--- config.mk ---
export PLATFORM = sky130hd
export DESIGN_NAME = phy_rx_lane_arbiter
export DESIGN_NICKNAME = d
export VERILOG_FILES = /design/src/rtl/phy_rx_lane_arbiter.sv
export SDC_FILE = /design/constraint.sdc
export NUM_CORES = 1
export LEC_CHECK = 0
export ABC_AREA = 1
export CAP_MARGIN = 20
export CELL_PAD_IN_SITES_DETAIL_PLACEMENT = 1
export CELL_PAD_IN_SITES_GLOBAL_PLACEMENT = 1
export CORE_UTILIZATION = 29
export DETAILED_ROUTE_END_ITERATION = 7
export PLACE_DENSITY_LB_ADDON = 0.1
export SLEW_MARGIN = 20
export SYNTH_ARGS = -nofsm -noshare
export SYNTH_HDL_FRONTEND = slang
export SYNTH_SLANG_ARGS = --single-unit
export TNS_END_PERCENT = 100
--- constraint.sdc ---
create_clock -name clk_4f -period 2.95 [get_ports clk_4f]
set_input_delay 0.4425 -clock clk_4f [delete_from_list [all_inputs] [get_ports clk_4f]]
set_output_delay 0.4425 -clock clk_4f [all_outputs]
set_load 0.005 [all_outputs]
--- src/rtl/phy_rx_lane_arbiter.sv ---
// Merges four receive lanes into one byte stream with round-robin arbitration, gated by a link-sync FSM.
// Optional macro LANE_ERR_CNT_EN adds err_cnt, a saturating count of RUN->SYNC resynchronisation events.
module phy_rx_lane_arbiter #(
    parameter int unsigned SYNC_HOLD = 4
) (
    input  logic        clk_4f,
    input  logic        reset,
    input  logic [3:0]  lane_en,
    input  logic [3:0]  active,
    input  logic [3:0]  req,
    input  logic [31:0] data_in,
    output logic [3:0]  grant,
    output logic [7:0]  data_out,
    output logic        valid_out,
    output logic [1:0]  lane_id,
    output logic [1:0]  state
`ifdef LANE_ERR_CNT_EN
    ,
    output logic [7:0]  err_cnt
`endif
);

    typedef enum logic [1:0] {
        IDLE = 2'd0,
        SYNC = 2'd1,
        RUN  = 2'd2
    } state_t;

    localparam logic [3:0] HOLD = 4'(SYNC_HOLD);

    state_t      r_state;
    logic [3:0]  r_syncCnt;
    logic [1:0]  r_ptr;
    logic [7:0]  r_dataOut;
    logic        r_validOut;
    logic [1:0]  r_laneId;

    logic        w_lanesOk;
    logic        w_anyEn;
    logic [3:0]  w_eligible;
    logic        w_grantEn;
    logic        w_found;
    logic        w_granting;
    logic [1:0]  w_idx;
    logic [1:0]  w_grantIdx;
    logic [3:0]  w_grant;
    logic [7:0]  w_grantByte;
    logic [3:0]  w_cntNext;

    assign w_anyEn    = (lane_en != 4'd0);
    assign w_lanesOk  = ((active & lane_en) == lane_en);
    assign w_eligible = req & lane_en & active;
    // A single enabled lane losing sync suppresses every grant in that cycle, not just its own.
    assign w_grantEn  = reset && (r_state == RUN) && w_anyEn && w_lanesOk;

    always_comb begin
        w_found    = 1'b0;
        w_idx      = r_ptr;
        w_grantIdx = r_ptr;
        for (int k = 0; k < 4; k++) begin
            w_idx = r_ptr + 2'(k);
            if (!w_found && w_eligible[w_idx]) begin
                w_found    = 1'b1;
                w_grantIdx = w_idx;
            end
        end
        w_granting = w_grantEn && w_found;
        w_grant    = 4'd0;
        if (w_granting) begin
            w_grant = 4'b0001 << w_grantIdx;
        end
    end

    assign w_grantByte = data_in[8*w_grantIdx +: 8];

    always_comb begin
        w_cntNext = 4'd0;
        if (w_lanesOk) begin
            w_cntNext = (r_syncCnt >= HOLD) ? HOLD : r_syncCnt + 4'd1;
        end
    end

    always_ff @(posedge clk_4f or negedge reset) begin
        if (!reset) begin
            r_state    <= IDLE;
            r_syncCnt  <= 4'd0;
            r_ptr      <= 2'd0;
            r_dataOut  <= 8'h00;
            r_validOut <= 1'b0;
            r_laneId   <= 2'd0;
        end else begin
            if (w_granting) begin
                r_dataOut  <= w_grantByte;
                r_laneId   <= w_grantIdx;
                r_validOut <= 1'b1;
                r_ptr      <= w_grantIdx + 2'd1;
            end else begin
                r_dataOut  <= 8'h00;
                r_validOut <= 1'b0;
            end

            if (!w_anyEn) begin
                r_state   <= IDLE;
                r_syncCnt <= 4'd0;
            end else begin
                case (r_state)
                    IDLE: begin
                        r_state   <= SYNC;
                        r_syncCnt <= 4'd0;
                    end
                    SYNC: begin
                        r_syncCnt <= w_cntNext;
                        if (w_lanesOk && (w_cntNext == HOLD)) begin
                            r_state <= RUN;
                        end
                    end
                    RUN: begin
                        if (!w_lanesOk) begin
                            r_state   <= SYNC;
                            r_syncCnt <= 4'd0;
                        end
                    end
                    default: begin
                        r_state   <= IDLE;
                        r_syncCnt <= 4'd0;
                    end
                endcase
            end
        end
    end

`ifdef LANE_ERR_CNT_EN
    logic [7:0] r_errCnt;

    always_ff @(posedge clk_4f or negedge reset) begin
        if (!reset) begin
            r_errCnt <= 8'd0;
        end else if ((r_state == RUN) && w_anyEn && !w_lanesOk && (r_errCnt != 8'hFF)) begin
            r_errCnt <= r_errCnt + 8'd1;
        end
    end

    assign err_cnt = r_errCnt;
`endif

    assign grant     = w_grant;
    assign data_out  = r_dataOut;
    assign valid_out = r_validOut;
    assign lane_id   = r_laneId;
    assign state     = r_state;

endmodule

==> metrics.txt <==
Tot GR Track Use 18.6%; CP required 2.51 ns; Max Clock Skew 0.00172 ns; clock-pin slew on the worst setup and hold paths 0.07 ns; area grow syn2layout 58.9%; DP HPWL 3590 µm; Fillers 624; Net Count, Synth 264; CTS tree done; hold crit path type flip-flop to flip-flop; DR vias/cell 4.58; number of distinct library cells after synthesis 21; Final Hold Fails 0; Placed Instances 353; cts bufs inserted 3; Post-route DRC 0; clk sinks 19; share of the synthesized area in the top cell type 32.3%; status completed; fmax 356 MHz; hold buffers post-CTS 0; Crit Path Class input pin to output port; Max Cap Violations 0; worst-skew pair later-pin latency 0.26 ns; TritonRoute pass-1 iters 4; first-pass GRT wire length 7750 µm; share of cells above drive strength 1 24.2%; largest net degree at the start of global routing 20; Crit Path Max Fanout 4; drt initial violations 44; number of port buffers 62; ANT nets after route 0; Tot Pwr 0.692 mW; fin nets 345; ranking of synthesized cells by area dfrtp_1 (32%), nand2_1 (19%), nand3_1 (11%), nor2_2 (5.5%), inv_1 (4.3%); min cycle time layout 2.81 ns; Ports 63; Initial Util 30.6%; ANT cells 0; Synth area leader dfrtp_1; Non-Filler Instances 360; Mean Syn Cell Area 6.91 µm²; core area 4820 µm²; Max transition margin 72.2%; synth warn 0; final core utilization 48.6%; Worst Setup Start Kind input pin; vias in the first global route 1674; Max H-tree Level 1; Max Slew Vio Count 0; Root Buffer clkbuf_8; Site Rows 25; vias post-DR 1650; Worst Max-Slew Pin Slew 0.417 ns; pwr/cell area 296 nW/µm²; Final Cycle Share 95.1%; area of the multi-input gates 907 µm²; endpoints failing setup 0; #FFs+latches synth 19; Arr. time, crit path 2.36 ns; Die W 73.3 µm; Die ar. 5370 µm²; Leakage 1.16 nW; grt ovf 0; cell area after synthesis 1470 µm²; Cells after Synth 213; Setup TNS 0 ns; clock buffer depth 2; post-synthesis sequential area ratio 32.3%; register area 478 µm²; DIE HEIGHT 73.3 µm; Placer Congestion 0.763; Total Wirelength 4620 µm; critical path capture point type output port; Peak VDD IR 0.000127 V; routed len/inst 12.8 µm; antenna violations before repair 0
==> report_power, final <==
part	switching (mW)	internal (mW)
combinational	0.111	0.119
clock	0.0877	0.0962
sequential	0.00708	0.271
==> registers in the layout (all words and copies together), names as in the netlist <==
name,flops
data_out,8
r_ptr,2
r_syncCnt,4
valid_out,1
lane_id,2
state,2
==> critical path, stage by stage <==
cell and delay, ns:
clkdlybuf4s50_1 0.43, nand3_1 0.12, nand2_1 0.06, nand3_1 0.13, nand2_2 0.09, nor2_4 0.13, nand2_1 0.08, nand2_2 0.09
nand2_2 0.06, nand2_2 0.07, nand2_4 0.05, buf_4 0.15, inv_2 0.06, ha_1 0.14, inv_1 0.04, nor2_1 0.09
clkbuf_2 0.12
==> worst paths after layout <==
kind	startpoint	depth (start not counted)	slack (ns)	to
max	req[2]	17	0.14	grant[0]
min	r_syncCnt[3]	2	0.50	r_syncCnt[3]
max reg2reg	r_ptr[0]	15	0.77	r_ptr[1]
min reg2reg	r_syncCnt[3]	2	0.50	r_syncCnt[3]
max in group asynchronous	reset	2	2.12	r_ptr[1]
min in group asynchronous	reset	2	0.61	r_syncCnt[3]
==> Yosys cell counts <==
master / number
nand3_1: 32
o22ai_1: 3
o21ai_0: 7
dfrtp_1: 19
nor2_4: 1
nor2_1: 12
buf_4: 2
a32o_1: 1
nand2_1: 76
nand3_2: 4
nor2_2: 13
buf_12: 1
buf_6: 3
clkinv_1: 1
nand2_4: 2
ha_1: 5
nand4_1: 6
inv_1: 17
nand2_2: 5
nand4_2: 1
inv_2: 2
==> per-stage QoR <==
| step | worst slack [ns] | area, µm² | hold slack (ns) |
|---|---|---|---|
| floorplan | 0.674 | 1470 | 0.147 |
| global placement | -0.192 | 2240 | 0.481 |
| detailed placement | -0.235 | 2240 | 0.491 |
| CTS | 0.0102 | 2320 | 0.506 |
| global route | -0.0101 | 2340 | 0.526 |
| finish | 0.144 | 2340 | 0.504 |
==> cells in the final DEF, fill, tap and decap left out <==
cell type	Yosys	final
o21ai_0	7	7
nand2_1	76	68
dlymetal6s2s_1	0	2
clkbuf_8	0	3
nand3_2	4	8
nor2_4	1	1
nor2_1	12	12
ha_1	5	5
nand2_2	5	12
buf_4	2	20
clkbuf_2	0	2
o22ai_1	3	3
dfrtp_1	19	17
dfrtp_2	0	2
nand3_1	32	28
nor2_2	13	13
buf_2	0	1
inv_2	2	4
a32o_1	1	1
nand4_4	0	1
inv_1	17	15
clkbuf_1	0	1
clkdlybuf4s50_1	0	48
dlygate4sd2_1	0	9
clkinv_2	0	1
nand2_4	2	3
nand4_1	6	6
==> layout make-up <==
class	instances	share of cell area, %
multi-input combinational	168	38.8
timing repair buffer	82	32.0
sequential	19	20.4
tap	67	3.58
inverter	20	3.26
clock buffer	4	1.93
==> cells by family (layout without fill, tap and decap cells) <==
| group | after synthesis | after routing | synth area share (%) |
|---|---|---|---|
| DFF | 19 | 19 | 32.3 |
| and+or+nand+nor | 152 | 152 | 49.4 |
| buffers and inverters | 26 | 106 | 9.77 |
| AOI/OAI and AO/OA | 11 | 11 | 4.33 |
| adders and majority gates | 5 | 5 | 4.25 |
==> timing repair <==
| item | in CTS | in global routing |
|---|---|---|
| pin swaps | 3 | 6 |
| resized for setup | 28 | 12 |
| setup buffers | 1 | 2 |
| setup endpoints to repair | 4 | 4 |
==> metal layers <==
metal / global-route usage [%] / wire length, µm / part of all wire (%) / vias up
met3: 2.61 / 151 / 3.3 / 5
li1: - / - / - / 848
met2: 30.5 / 2170 / 47 / 38
met4: 4.58 / 48 / 1.0 / 0
met1: 25.6 / 2250 / 49 / 759
met5: 0 / 0 / 0 / -
(Power assumes the default switching activity.)
